[src/rtl/vend_dispenser.sv]
// Dispenser mechanism: queues request pulses, fires one actuator at a time for
// ACT_CYCLES followed by GAP_CYCLES idle, and tracks stock and hopper levels.
module vend_dispenser #(
  parameter int ACT_CYCLES = 4,
  parameter int GAP_CYCLES = 2,
  parameter int CNT_W      = 5,
  parameter int STOCK_INIT = 8,
  parameter int COIN_INIT  = 20
) (
  input  logic clk,
  input  logic rst,
  input  logic drop_water,
  input  logic drop_coke,
  input  logic drop_coffee,
  input  logic change5,
  input  logic change10,
  input  logic refill,
  output logic motor_water,
  output logic motor_coke,
  output logic motor_coffee,
  output logic eject5,
  output logic eject10,
  output logic sold_out_water,
  output logic sold_out_coke,
  output logic sold_out_coffee,
  output logic empty5,
  output logic empty10,
  output logic busy,
  output logic fault,
  output logic err_multi,
  output logic err_ovf
);

  localparam int TMR_MAX = (ACT_CYCLES > GAP_CYCLES) ? ACT_CYCLES : GAP_CYCLES;
  localparam int TMR_W   = $clog2(TMR_MAX + 1);

  typedef enum logic [1:0] {IDLE, ACT, GAP} state_t;

  state_t           state_q, state_d;
  logic [TMR_W-1:0] tmr_q, tmr_d;
  logic [4:0]       act_q, act_d;
  logic             fault_q, fault_d;

  // Resource slots, index = request code - 1: water, coke, coffee, c10, c5
  logic [CNT_W-1:0] cnt_q [5];
  logic [4:0]       dec;
  logic [4:0]       nz;

  logic [4:0]       req_vec;
  logic [2:0]       req_code;
  logic             req_any, req_multi;

  logic [2:0]       fifo_mem [4];
  logic [1:0]       wr_ptr, rd_ptr;
  logic [2:0]       fifo_cnt;
  logic             fifo_empty, push, pop, ovf;
  logic [2:0]       head;
  logic [4:0]       head_sel;
  logic             head_avail;

  // Priority capture of the request inputs (water highest, change5 lowest)
  always_comb begin
    req_vec   = {change5, change10, drop_coffee, drop_coke, drop_water};
    req_any   = |req_vec;
    req_multi = (req_vec & (req_vec - 5'd1)) != '0;
    req_code  = 3'd0;
    if (drop_water)       req_code = 3'd1;
    else if (drop_coke)   req_code = 3'd2;
    else if (drop_coffee) req_code = 3'd3;
    else if (change10)    req_code = 3'd4;
    else if (change5)     req_code = 3'd5;
  end

  // Head-of-queue decode and resource availability
  always_comb begin
    fifo_empty = (fifo_cnt == '0);
    head       = fifo_mem[rd_ptr];
    case (head)
      3'd1:    head_sel = 5'b00001;
      3'd2:    head_sel = 5'b00010;
      3'd3:    head_sel = 5'b00100;
      3'd4:    head_sel = 5'b01000;
      3'd5:    head_sel = 5'b10000;
      default: head_sel = '0;
    endcase
    for (int unsigned i = 0; i < 5; i++) nz[i] = (cnt_q[i] != '0);
    head_avail = |(head_sel & nz);
  end

  // A full queue still accepts a push when the same cycle pops
  always_comb begin
    push = req_any && ((fifo_cnt != 3'd4) || pop);
    ovf  = req_any && (fifo_cnt == 3'd4) && !pop;
  end

  // FSM next-state, actuator and pop/decrement decisions
  always_comb begin
    state_d = state_q;
    tmr_d   = tmr_q;
    act_d   = act_q;
    fault_d = 1'b0;
    pop     = 1'b0;
    dec     = '0;
    case (state_q)
      IDLE: begin
        act_d = '0;
        if (!fifo_empty) begin
          pop = 1'b1;
          if (head_avail) begin
            dec     = head_sel;
            act_d   = head_sel;
            tmr_d   = TMR_W'(ACT_CYCLES);
            state_d = ACT;
          end else begin
            fault_d = 1'b1;
          end
        end
      end
      ACT: begin
        if (tmr_q == TMR_W'(1)) begin
          act_d   = '0;
          tmr_d   = TMR_W'(GAP_CYCLES);
          state_d = GAP;
        end else begin
          tmr_d = tmr_q - TMR_W'(1);
        end
      end
      GAP: begin
        if (tmr_q == TMR_W'(1)) state_d = IDLE;
        else                    tmr_d   = tmr_q - TMR_W'(1);
      end
      default: begin
        act_d   = '0;
        state_d = IDLE;
      end
    endcase
  end

  // FSM state, timer and registered outputs
  always_ff @(posedge clk) begin
    if (rst) begin
      state_q <= IDLE;
      tmr_q   <= '0;
      act_q   <= '0;
      fault_q <= 1'b0;
    end else begin
      state_q <= state_d;
      tmr_q   <= tmr_d;
      act_q   <= act_d;
      fault_q <= fault_d;
    end
  end

  // Request FIFO pointers/occupancy and sticky error flags
  always_ff @(posedge clk) begin
    if (rst) begin
      wr_ptr    <= '0;
      rd_ptr    <= '0;
      fifo_cnt  <= '0;
      err_multi <= 1'b0;
      err_ovf   <= 1'b0;
    end else begin
      if (push) wr_ptr <= wr_ptr + 2'd1;
      if (pop)  rd_ptr <= rd_ptr + 2'd1;
      if (push && !pop)      fifo_cnt <= fifo_cnt + 3'd1;
      else if (pop && !push) fifo_cnt <= fifo_cnt - 3'd1;
      if (req_multi) err_multi <= 1'b1;
      if (ovf)       err_ovf   <= 1'b1;
    end
  end

  // FIFO storage
  always_ff @(posedge clk) begin
    if (push) fifo_mem[wr_ptr] <= req_code;
  end

  // Stock/hopper counters; refill overrides a same-cycle decrement
  always_ff @(posedge clk) begin
    if (rst || refill) begin
      for (int unsigned i = 0; i < 5; i++)
        cnt_q[i] <= (i < 3) ? CNT_W'(STOCK_INIT) : CNT_W'(COIN_INIT);
    end else begin
      for (int unsigned i = 0; i < 5; i++)
        if (dec[i] && nz[i]) cnt_q[i] <= cnt_q[i] - CNT_W'(1);
    end
  end

  // Output mapping
  always_comb begin
    motor_water     = act_q[0];
    motor_coke      = act_q[1];
    motor_coffee    = act_q[2];
    eject10         = act_q[3];
    eject5          = act_q[4];
    sold_out_water  = !nz[0];
    sold_out_coke   = !nz[1];
    sold_out_coffee = !nz[2];
    empty10         = !nz[3];
    empty5          = !nz[4];
    busy            = (state_q != IDLE) || !fifo_empty;
    fault           = fault_q;
  end

endmodule

[config.mk]
export PLATFORM = sky130hd
export DESIGN_NAME = vend_dispenser
export DESIGN_NICKNAME = d
export VERILOG_FILES = /design/src/rtl/vend_dispenser.sv
export SDC_FILE = /design/constraint.sdc
export NUM_CORES = 1
export LEC_CHECK = 0
export ABC_CLOCK_PERIOD_IN_PS = 3300
export BUFFER_PORTS_ARGS = -buffer_cell sky130_fd_sc_hd__buf_2
export CAP_MARGIN = 20
export CORE_MARGIN = 4
export CORE_UTILIZATION = 60
export DETAILED_ROUTE_END_ITERATION = 8
export GPL_ROUTABILITY_DRIVEN = 0
export PLACE_DENSITY_LB_ADDON = 0.12
export SYNTH_ARGS = -nofsm -noshare
export SYNTH_HDL_FRONTEND = slang
export SYNTH_SLANG_ARGS = --single-unit
[constraint.sdc]
create_clock -name clk -period 3.3 [get_ports clk]
set_clock_uncertainty 0.05 [all_clocks]
set_input_delay 0.33 -clock clk [delete_from_list [all_inputs] [get_ports clk]]
set_output_delay 0.33 -clock clk [all_outputs]
set_load 0.05 [all_outputs]
### After elaboration in Yosys (flattened, before gate mapping)

Memory sizes are Yosys's and may differ from the RTL's. A register that Yosys moved wholly into a read port is not among the register bits.
Cells that the tools add are included.

| storage, ports and cells | value |
|---|---|
| flip-flop bits (word level) | 20 |
| RAM bits | 37 |
| word-level logic and storage cells | 136 |
| memories kept | 2 |

Memory list:

| memory | words | bits a word | rd ports | clocked after memory_dff | wr ports | line | text |
|---|---|---|---|---|---|---|---|
| cnt_q | 5 | 5 | 5 | 0 | 5 | 45 | `logic [CNT_W-1:0] cnt_q [5];` |
| fifo_mem | 4 | 3 | 1 | 1 | 1 | 53 | `logic [2:0] fifo_mem [4];` |

| cells by class | value |
|---|---|
| add/subtract/negate cells | 11 |
| equality and inequality tests | 15 |
| multiplexer cells | 52 |
| bitwise logic cells | 9 |
| reductions and logical operators | 38 |

Operators with widths:

| kind | number |
|---|---|
| $mux W5 | 9 |
| $mux W3 | 11 |
| $reduce_bool A5 Y1 | 6 |
| $sub A5 B1 Y5 const B | 6 |
| $pmux W5 S5 | 1 |
| $mux W1 | 22 |
| $pmux W5 S3 | 1 |
| $mux W2 | 6 |
| $and A5 B5 Y5 | 2 |
| $logic_and A1 B1 Y1 | 10 |
| $ne A2 B2 Y1 const B | 5 |
| $reduce_or A5 Y1 | 2 |
| $eq A3 B3 Y1 const B | 3 |
| $pmux W3 S3 | 1 |
| $logic_not A1 Y1 | 8 |
| $reduce_and A4 Y1 | 2 |
| $eq A3 B1 Y1 const B | 2 |
| $eq A3 B2 Y1 const B | 2 |
| $pmux W2 S3 | 1 |
| $sub A3 B1 Y3 const B | 2 |
| $or A1 B1 Y1 | 5 |
| $add A2 B1 Y2 const B | 2 |
| $reduce_bool A2 Y1 | 2 |
| $add A3 B1 Y3 const B | 1 |
| 10 further kinds | 13 |

### Depth between registers and ports, before layout

Gate-level depths: netlist of run 1.

| depth | value |
|---|---|
| depth after elaboration | 12 |
| depth in mapped cells | 10 |
| gate-level depth less buffers | 10 |

### Worst setup path after synthesis of run 1

No wires, ideal clock.

| timing | value |
|---|---|
| path type | flip-flop to flip-flop |
| start point | memory cnt_q[4][0], in the netlist cnt_q[0][20] |
| end point | memory cnt_q[0][0], data pin |
| arrival | 3.454 ns |
| path slack | -0.460 ns |
| cell stages (with the launch flop) | 10 |
| clock period less this slack | 3.760 ns |
| cell sequence | edfxtp_1 > inv_1 > ha_1 > nor4b_1 > and4bb_2 > a211oi_1 > a21o_1 > buf_6 > buf_2 > nor2_1 |

RTL lines:

| item | line |
|---|---|
| start: declaration | 45 |

==> qor.csv, run 1 <==
metric,value,unit
Hold Path Depth,2,
Netlist cell types,47,
RSZ-0062 raised after global routing,false,
"count leader, synth",nor2_1,
Final #Nets,336,
Layout Area Growth over Synthesis,14.3,%
initial antenna violation count,0,
Total Routing Usage GR,0.205,
post_cts resized,0,
Max Clock Freq,355,MHz
ANT cells,0,
DR DRC count,0,
"EDFF count, synth",37,
status,completed,
Setup crit end kind,flop,
Fin Setup TNS,0,ns
Clock Latency Late Sink,0.34,ns
Worst Hold Endpoint,fifo_mem[3][1]$_DFFE_PP_,
Die Height,78.3,um
Final setup viols,0,
clock sink count,59,
utilization after layout,0.713,
Initial Util,0.624,
Clock transition at path regs,0.07,ns
r2r endpoint,cnt_q[0][3]$_SDFFCE_PN1P_,
Synth top cells by count,"42 x nor2_1, 37 x edfxtp_1, 27 x nand2_1",
fin. max-slew vios,0,
total grt overflow,0,
width of the chip,78.3,um
fraction of registers with async set/reset,0,
dpl cell area,0.00317,mm2
Power Total,2.72,mW
fin area,0.00339,mm2
Rows,25,
Rel. slew slack,0.455,
port bufs,21,
Mean Syn Cell Area,10.5,um2
maximum vdd drop,0.501,mV
Root Driver,clkbuf_8,
Startpoint Class,flop,
Post-CTS Setup Bufs,0,
number of synthesized register bits,59,
layout cells sized above 1,0.146,
Core ar.,0.00475,mm2
minimum clock period,2.82,ns
flop2flop setup slack,0.48,ns
"area leader, netlist",edfxtp_1,
final hold violation count,0,
Syn Inst Count,282,
Hold Startpoint,drop_water,
io pins,22,
detailed-route via count,2043,
DP HPWL,4000,um
largest net degree at the start of global routing,22,
Synth area leaders,"edfxtp_1 37%, dfxtp_1 15%, ha_1 7.2%",
CTS max path bufs,2,
drt first pass iters,4,
kind of critical path,flop to flop,
R2R cell count,5,
Required @ worst endpoint,3.21,ns
leakage power,1.34,nW
final WL,5400,um
actual slew at the worst max-slew pin,0.810,ns
CTS Hold Bufs,0,
Mapped Nets,308,
Max-Cap Viols,0,
prevailing post-synth register cell,edfxtp_1,
Routed Antenna Nets,0,
DIE AREA,0.00613,mm2
cell total after placement,366,
first-pass GRT wire length,9630,um
post-DR wirelength/cell,14.1,um
Initial DRC Count,107,
"critical path fanouts, max",11,
crit share post-route,0.854,
power per cell area,803,mW/mm2
Post-Layout Cell Count,382,
H-tree depth,3,
worst hold path type,input port to flop,
share of the synthesized area in the top cell type,0.375,
Synth warnings,0,
number of global-route vias before repair,2087,
post-synthesis sequential area ratio,0.523,
Worst Path Arrival,2.73,ns
vias per inst,5.35,
Mapped Area,0.00297,mm2
cts bufs inserted,9,
CTS tree,yes,
-- sequential cells by signal (all words and copies together) (netlist names), named ones only --
register,count
fault,1
tmr_q,3
wr_ptr,2
rd_ptr,2
cnt_q,25
err_ovf,1
fifo_cnt,3
fifo_mem,12
err_multi,1
state_q,2
act_q,5
-- worst max-delay path, cell delays in order (launching register included) --
cell and delay, ns:
dfxtp_1 0.40, mux4_1 0.68, nor4b_1 0.35, a211oi_1 0.08, buf_4 0.18, o31ai_1 0.70
-- layer usage --
metal	wire [um]	vias to the layer above	track usage
met4	104	0	0.110
li1	-	1047	-
met1	2450	952	0.263
met5	0	-	0
met2	2610	36	0.327
met3	231	8	0.0424
-- cell families after synthesis --
family	share of synthesized area
compound gates	0.0861
xor+xnor	0.0473
fa+ha+maj	0.0819
buf+inv	0.0456
flops	0.523
mux	0.0409
simple gates	0.175
-- worst max-delay path by stage --
stage | start | endpoint | slack, ns | cells past startpoint
floorplan | cnt_q[0][20]$_SDFFCE_PN0P_ | cnt_q[0][0]$_SDFFCE_PN0P_ | 0.32 | 9
global placement | flop | cnt_q[0][17]$_SDFFCE_PN1P_ | 0.58 | 3
detailed placement | flop | cnt_q[0][2]$_SDFFCE_PN0P_ | 0.50 | 5
CTS | flop | cnt_q[0][4]$_SDFFCE_PN0P_ | 0.49 | 5
global route | state_q[1]$_SDFFE_PP0P_ | fifo_cnt[2]$_SDFFE_PP0P_ | 0.28 | 10
finish | flop | cnt_q[0][3]$_SDFFCE_PN1P_ | 0.48 | 5
-- report_power, final --
group          leakage, nW  internal [mW]  switching (mW)
combinational        0.681          0.384           0.584
sequential           0.547          0.938          0.0956
clock                0.107          0.442           0.279
-- per-stage QoR --
stage,setup WS (ns),hold WS [ns]
after global routing,0.282,0.321
after CTS,0.487,0.299
after floorplan,0.323,0.388
after global placement,0.584,0.381
after detailed placement,0.505,0.385
final,0.483,0.307
-- cell type report --
class | instances | area, um2
inverters | 26 | 97.6
fillers | 368 | 1370
multi-input cells | 190 | 1310
well taps | 67 | 83.8
clock inverters | 5 | 76.3
clock buffers | 11 | 141
repair buffers | 24 | 128
flip-flops and latches | 59 | 1550
-- cells in the final DEF, fill, tap and decap left out, types with 2 or more instances in the layout --
cell	n
edfxtp_1	37
a21o_1	3
buf_4	3
inv_1	25
clkbuf_8	10
mux4_2	2
nor3_1	9
nor2_1	42
and2_1	5
nand3_1	4
mux2i_1	5
nand2_1	27
clkinv_1	2
buf_2	21
o31ai_1	3
o21ai_0	6
bufinv_16	2
o31a_1	3
nor4b_1	2
dfxtp_1	22
or4_1	2
xnor2_1	11
xor2_1	5
or3_1	3
nor4b_2	5
a211oi_1	2
ha_1	17
a21oi_1	12
a211o_1	2
nor2b_1	2
No activity file was read; power rests on OpenSTA's default activity.
==> run 2: changes to the inputs <==
--- a/config.mk
+++ b/config.mk
@@ -6,11 +6,11 @@
 export NUM_CORES = 1
 export LEC_CHECK = 0
 export ABC_CLOCK_PERIOD_IN_PS = 3300
-export BUFFER_PORTS_ARGS = -buffer_cell sky130_fd_sc_hd__buf_2
 export CAP_MARGIN = 20
 export CORE_MARGIN = 4
 export CORE_UTILIZATION = 60
 export DETAILED_ROUTE_END_ITERATION = 8
+export DONT_BUFFER_PORTS = 1
 export GPL_ROUTABILITY_DRIVEN = 0
 export PLACE_DENSITY_LB_ADDON = 0.12
 export SYNTH_ARGS = -nofsm -noshare
==> run 2 against run 1 <==
  * Critical path depth down 2
  * Count of clock-buffer cells in the layout unchanged
  * Wire length is 1.1% higher
  * Sequential share of layout area up 1.1 points
  * Clock power fell by 16%
  * Power down 4.7%
  * Cell count shrank 3.7%
  * Worst hold slack got worse by 0.29 ns
  * Register-to-register slack gained 0.06 ns
  * Combinational power shrank 6.8%
  * Sequential power up 6%
==> qor.csv, run 2 (same netlist as run 1, synthesis figures left out) <==
metric,value,unit
status,completed,
Rel. slew slack,0.527,
Routed Antenna Nets,0,
number of flip-flops under the largest register name,25,
ANT cells,0,
"commonest non-fill, non-tap cell in the layout",nor2_1,
Required @ worst endpoint,3.21,ns
Largest regs,"cnt_q x25, fifo_mem x12, act_q x5",
crit share post-route,0.837,
"critical path fanouts, max",8,
Layout Area Growth over Synthesis,11.5,%
Crit path max-delay family,simple AND/OR/NAND/NOR gates,
Power Total,2.59,mW
crit path cell chain,mux4_2 -> or4b_1 -> o21ai_0,
Worst Path Arrival,2.67,ns
Initial Util,0.624,
largest net degree at the start of global routing,22,
initial antenna violation count,0,
vias per inst,5.45,
Post-Layout Cell Count,368,
drt first pass iters,4,
final hold violation count,0,
DIE AREA,0.00613,mm2
Clk pwr share,0.234,
Clock Latency Late Sink,0.33,ns
sw power,0.970,mW
RSZ-0062 raised after global routing,false,
power per cell area,785,mW/mm2
Crit-path slowest cell,or4b_1,
port bufs,0,
Startpoint Class,flop,
worst hold path type,input port to flop,
Max-Cap Viols,0,
DP HPWL,3950,um
CTS max path bufs,2,
utilization after layout,0.695,
Clock transition at path regs,0.07,ns
Core ar.,0.00475,mm2
fin. max-slew vios,0,
actual slew at the worst max-slew pin,0.702,ns
CTS tree,yes,
Fin Setup TNS,0,ns
cell total after placement,351,
minimum clock period,2.76,ns
Seq pwr share,0.419,
worst setup margin,0.538,ns
detailed-route via count,2005,
Worst path max stage delay,0.69,ns
Setup crit end kind,flop,
post_cts resized,0,
CP bufs+invs,0,
clock sink count,59,
H-tree depth,3,
Rows,25,
Final #Nets,322,
Root Driver,clkbuf_8,
"commonest non-fill, non-tap cells in the layout","42 x nor2_1, 37 x edfxtp_1, 27 x nand2_1",
post-DR wirelength/cell,14.8,um
cts bufs inserted,9,
final WL,5460,um
switching fraction of total power,0.374,
most flop-heavy register,cnt_q,
Die Height,78.3,um
io pins,22,
first-pass GRT wire length,9450,um
number of global-route vias before repair,1982,
Internal,1.62,mW
leakage power,1.26,nW
Max Clock Freq,362,MHz
Initial DRC Count,106,
kind of critical path,flop to flop,
DR DRC count,0,
total grt overflow,0,
maximum vdd drop,0.450,mV
width of the chip,78.3,um
layout cells sized above 1,0.110,
Final setup viols,0,
Total Routing Usage GR,0.199,
Gate power share,0.347,
"worst slack, placed",0.543,ns
-- run 2: power groups by stage --
stage	logic (mW)	registers, mW	clock network, mW
final	0.901	1.09	0.607
after global routing	1.02	1.11	0.656
after CTS	0.900	1.09	0.617
after detailed placement	0.884	1.10	0
after global placement	0.876	1.10	0
after floorplan	0.718	1.08	0
-- run 2: timing repair --
action	in CTS	in global routing
setup endpoints to repair	0	0
setup buffers	0	0
endpoints found under the hold margin	0	2
hold buffers	0	1
-- run 2: final cells by class --
type                    instances  area (um2)
clock inverters                 5        33.8
fillers                       393        1450
well taps                      67        83.8
inverters                      26        97.6
repair buffers                 10        77.6
flip-flops and latches         59        1550
multi-input cells             190        1310
clock buffers                  11         151
-- run 2: metal layers --
metal,up-vias,track usage,part of all wire
li1,1017,-,-
met1,927,0.248,0.43
met2,48,0.330,0.49
met3,13,0.0482,0.060
met4,0,0.0892,0.020
met5,-,0,0
-- run 2: final timing paths --
check                        startpoint                         end  slack (ns)  depth (start not counted)
hold / removal                      rst    fifo_cnt[0]$_SDFFE_PP0P_        0.01                          1
setup / recovery                   flop  cnt_q[0][19]$_SDFFCE_PN1P_        0.54                          3
setup reg to reg                   flop  cnt_q[0][19]$_SDFFCE_PN1P_        0.54                          3
hold reg to reg   tmr_q[1]$_SDFFE_PP0P_       tmr_q[1]$_SDFFE_PP0P_        0.41                          2
-- run 2: metrics by stage --
stage                     hold slack [ns]  instance area [um2]
after floorplan                     0.388                 3000
after global placement              0.352                 3110
after detailed placement            0.356                 3110
after CTS                        0.000247                 3300
after global routing              0.00332                 3310
final                              0.0140                 3310
==> run 3: changes to the inputs <==
--- a/config.mk
+++ b/config.mk
@@ -5,10 +5,10 @@
 export SDC_FILE = /design/constraint.sdc
 export NUM_CORES = 1
 export LEC_CHECK = 0
-export ABC_CLOCK_PERIOD_IN_PS = 3300
+export ABC_CLOCK_PERIOD_IN_PS = 2500
 export CAP_MARGIN = 20
 export CORE_MARGIN = 4
-export CORE_UTILIZATION = 60
+export CORE_UTILIZATION = 57
 export DETAILED_ROUTE_END_ITERATION = 8
 export DONT_BUFFER_PORTS = 1
 export GPL_ROUTABILITY_DRIVEN = 0
==> constraint.sdc (replaced) <==
create_clock -name clk -period 2.5 [get_ports clk]
set_clock_uncertainty 0.05 [all_clocks]
set_input_delay 0.25 -clock clk [delete_from_list [all_inputs] [get_ports clk]]
set_output_delay 0.25 -clock clk [all_outputs]
set_load 0.05 [all_outputs]
==> run 3 against run 2 <==
  * First-iteration DRC count is 14% lower
  * Sequential share of layout area is 2.5 points lower
  * Highest routed layer unchanged
  * Die area is 4.7% higher
==> qor.csv, run 3 (same netlist as run 1, synthesis figures left out) <==
metric,value,unit
total grt overflow,0,
final WL,5450,um
crit path cell chain,mux4_2 -> or4b_1 -> a21o_2 -> or3_1,
Crit-path slowest cell,or4b_1,
Final setup viols,0,
vias per inst,5.35,
RSZ-0062 raised after global routing,false,
clock sink count,59,
most flop-heavy register,cnt_q,
Max-Cap Viols,0,
cts bufs inserted,9,
CTS max path bufs,2,
Worst path max stage delay,0.54,ns
area of the multi-input gates,0.00138,mm2
dpl cell area,0.00326,mm2
H-tree depth,3,
Routed Antenna Nets,0,
crit share post-route,0.958,
io pins,22,
Initial DRC Count,91,
fin area,0.00349,mm2
minimum clock period,2.39,ns
number of global-route vias before repair,2100,
Rel. slew slack,0.550,
met1 Usage GRT,0.252,
fin. max-slew vios,0,
"commonest non-fill, non-tap cell in the layout",nor2_1,
switching fraction of total power,0.354,
register area,0.00155,mm2
sw power,1.30,mW
global route hottest layer,met2,
Hold Startpoint,rst,
number of flip-flops under the largest register name,25,
Startpoint Class,flop,
Fin Setup TNS,0,ns
Total Routing Usage GR,0.199,
met3 Track Usage GR,0.0448,
actual slew at the worst max-slew pin,0.669,ns
status,completed,
fill count,380,
first-pass GRT wire length,9600,um
detailed-route via count,2039,
CP bufs+invs,0,
Max Clock Freq,418,MHz
Clock Latency Late Sink,0.33,ns
M2 GR Usage,0.320,
drt first pass iters,4,
Root Driver,clkbuf_8,
Required @ worst endpoint,2.53,ns
Power Total,3.66,mW
Crit path max-delay family,simple AND/OR/NAND/NOR gates,
Gate power share,0.368,
utilization after layout,0.715,
Seq pwr share,0.396,
post-DR wirelength/cell,14.3,um
"critical path fanouts, max",10,
Core ar.,0.00488,mm2
Layout Area Growth over Synthesis,17.7,%
"commonest non-fill, non-tap cells in the layout","42 x nor2_1, 37 x edfxtp_1, 26 x nand2_1",
Die Height,80.1,um
ANT cells,0,
worst hold path type,input port to flop,
Rows,25,
Internal,2.37,mW
kind of critical path,flop to flop,
Final #Nets,335,
Hold Path Depth,2,
Setup crit end kind,flop,
maximum vdd drop,0.708,mV
initial antenna violation count,0,
CTS tree,yes,
Clock transition at path regs,0.06,ns
Worst Hold Endpoint,state_q[1]$_SDFFE_PP0P_,
width of the chip,80.1,um
flop2flop setup slack,0.11,ns
R2R cell count,4,
Largest regs,"cnt_q x25, fifo_mem x12, act_q x5",
leakage power,1.35,nW
Clk pwr share,0.236,
port bufs,0,
DP HPWL,4140,um
final hold violation count,0,
power per cell area,1050,mW/mm2
DR DRC count,0,
DIE AREA,0.00642,mm2
largest net degree at the start of global routing,19,
r2r endpoint,cnt_q[0][19]$_SDFFCE_PN1P_,
layout cells sized above 1,0.162,
Initial Util,0.608,
Worst Path Arrival,2.42,ns
run 3: cell count changes in the layout (fill, tap and decap cells not counted), sizes merged:
| cell | change |
|---|---|
| buf | +13 |
| bufinv | +1 |
| clkbuf | +3 |
| clkinvlp | -1 |
| inv | -3 |
run 3: repair_timing:
item / CTS / global route
endpoints found under the hold margin: 19 / 0
endpoints found under the setup margin: 0 / 9
gates resized for setup: 0 / 5
setup buffers: 0 / 0
hold buffers: 1 / 0
run 3: metrics by stage:
| step | setup WS [ns] | cells | hold slack [ns] |
|---|---|---|---|
| floorplan | -0.0173 | 282 | 0.388 |
| global placement | 0.139 | 364 | 0.273 |
| detailed placement | 0.0833 | 364 | 0.270 |
| CTS | 0.0717 | 381 | 0.0324 |
| global route | 0.00299 | 381 | 0.0444 |
| finish | 0.106 | 381 | 0.0440 |
run 3: routing by layer:
layer / up-vias / share of wire
met3: 12 / 0.040
met2: 32 / 0.49
met4: 0 / 0.017
met1: 949 / 0.45
met5: - / 0
li1: 1046 / -
run 3: power by group through the flow:
stage / sequential [mW] / combinational [mW] / clock (mW)
CTS: 1.45 / 1.32 / 0.878
detailed placement: 1.47 / 1.30 / 0
global placement: 1.46 / 1.29 / 0
global route: 1.48 / 1.51 / 0.927
finish: 1.45 / 1.35 / 0.864
floorplan: 1.43 / 0.995 / 0
run 3: worst register-to-register path, stage by stage, from the launching register on:
cell and delay, ns:
dfxtp_2 0.36, mux4_2 0.52, or4b_1 0.54, a21o_2 0.31, or3_1 0.36
run 3: worst max path at each step:
stage	from	to	cells after the start
after floorplan	flop	cnt_q[0][0]$_SDFFCE_PN0P_	5
after global placement	flop	cnt_q[0][19]$_SDFFCE_PN1P_	4
after detailed placement	flop	cnt_q[0][19]$_SDFFCE_PN1P_	4
after CTS	flop	cnt_q[0][19]$_SDFFCE_PN1P_	4
after global routing	state_q[1]$_SDFFE_PP0P_	fifo_cnt[2]$_SDFFE_PP0P_	10
final	flop	cnt_q[0][19]$_SDFFCE_PN1P_	4
run 3: area by class of cell:
type                       instances  share of cell area
clock buffer                      14              0.0466
tap                               67              0.0240
timing repair buffer              23              0.0502
sequential                        59               0.445
multi-input combinational        190               0.396
clock inverter                     2              0.0100
inverter                          26              0.0280
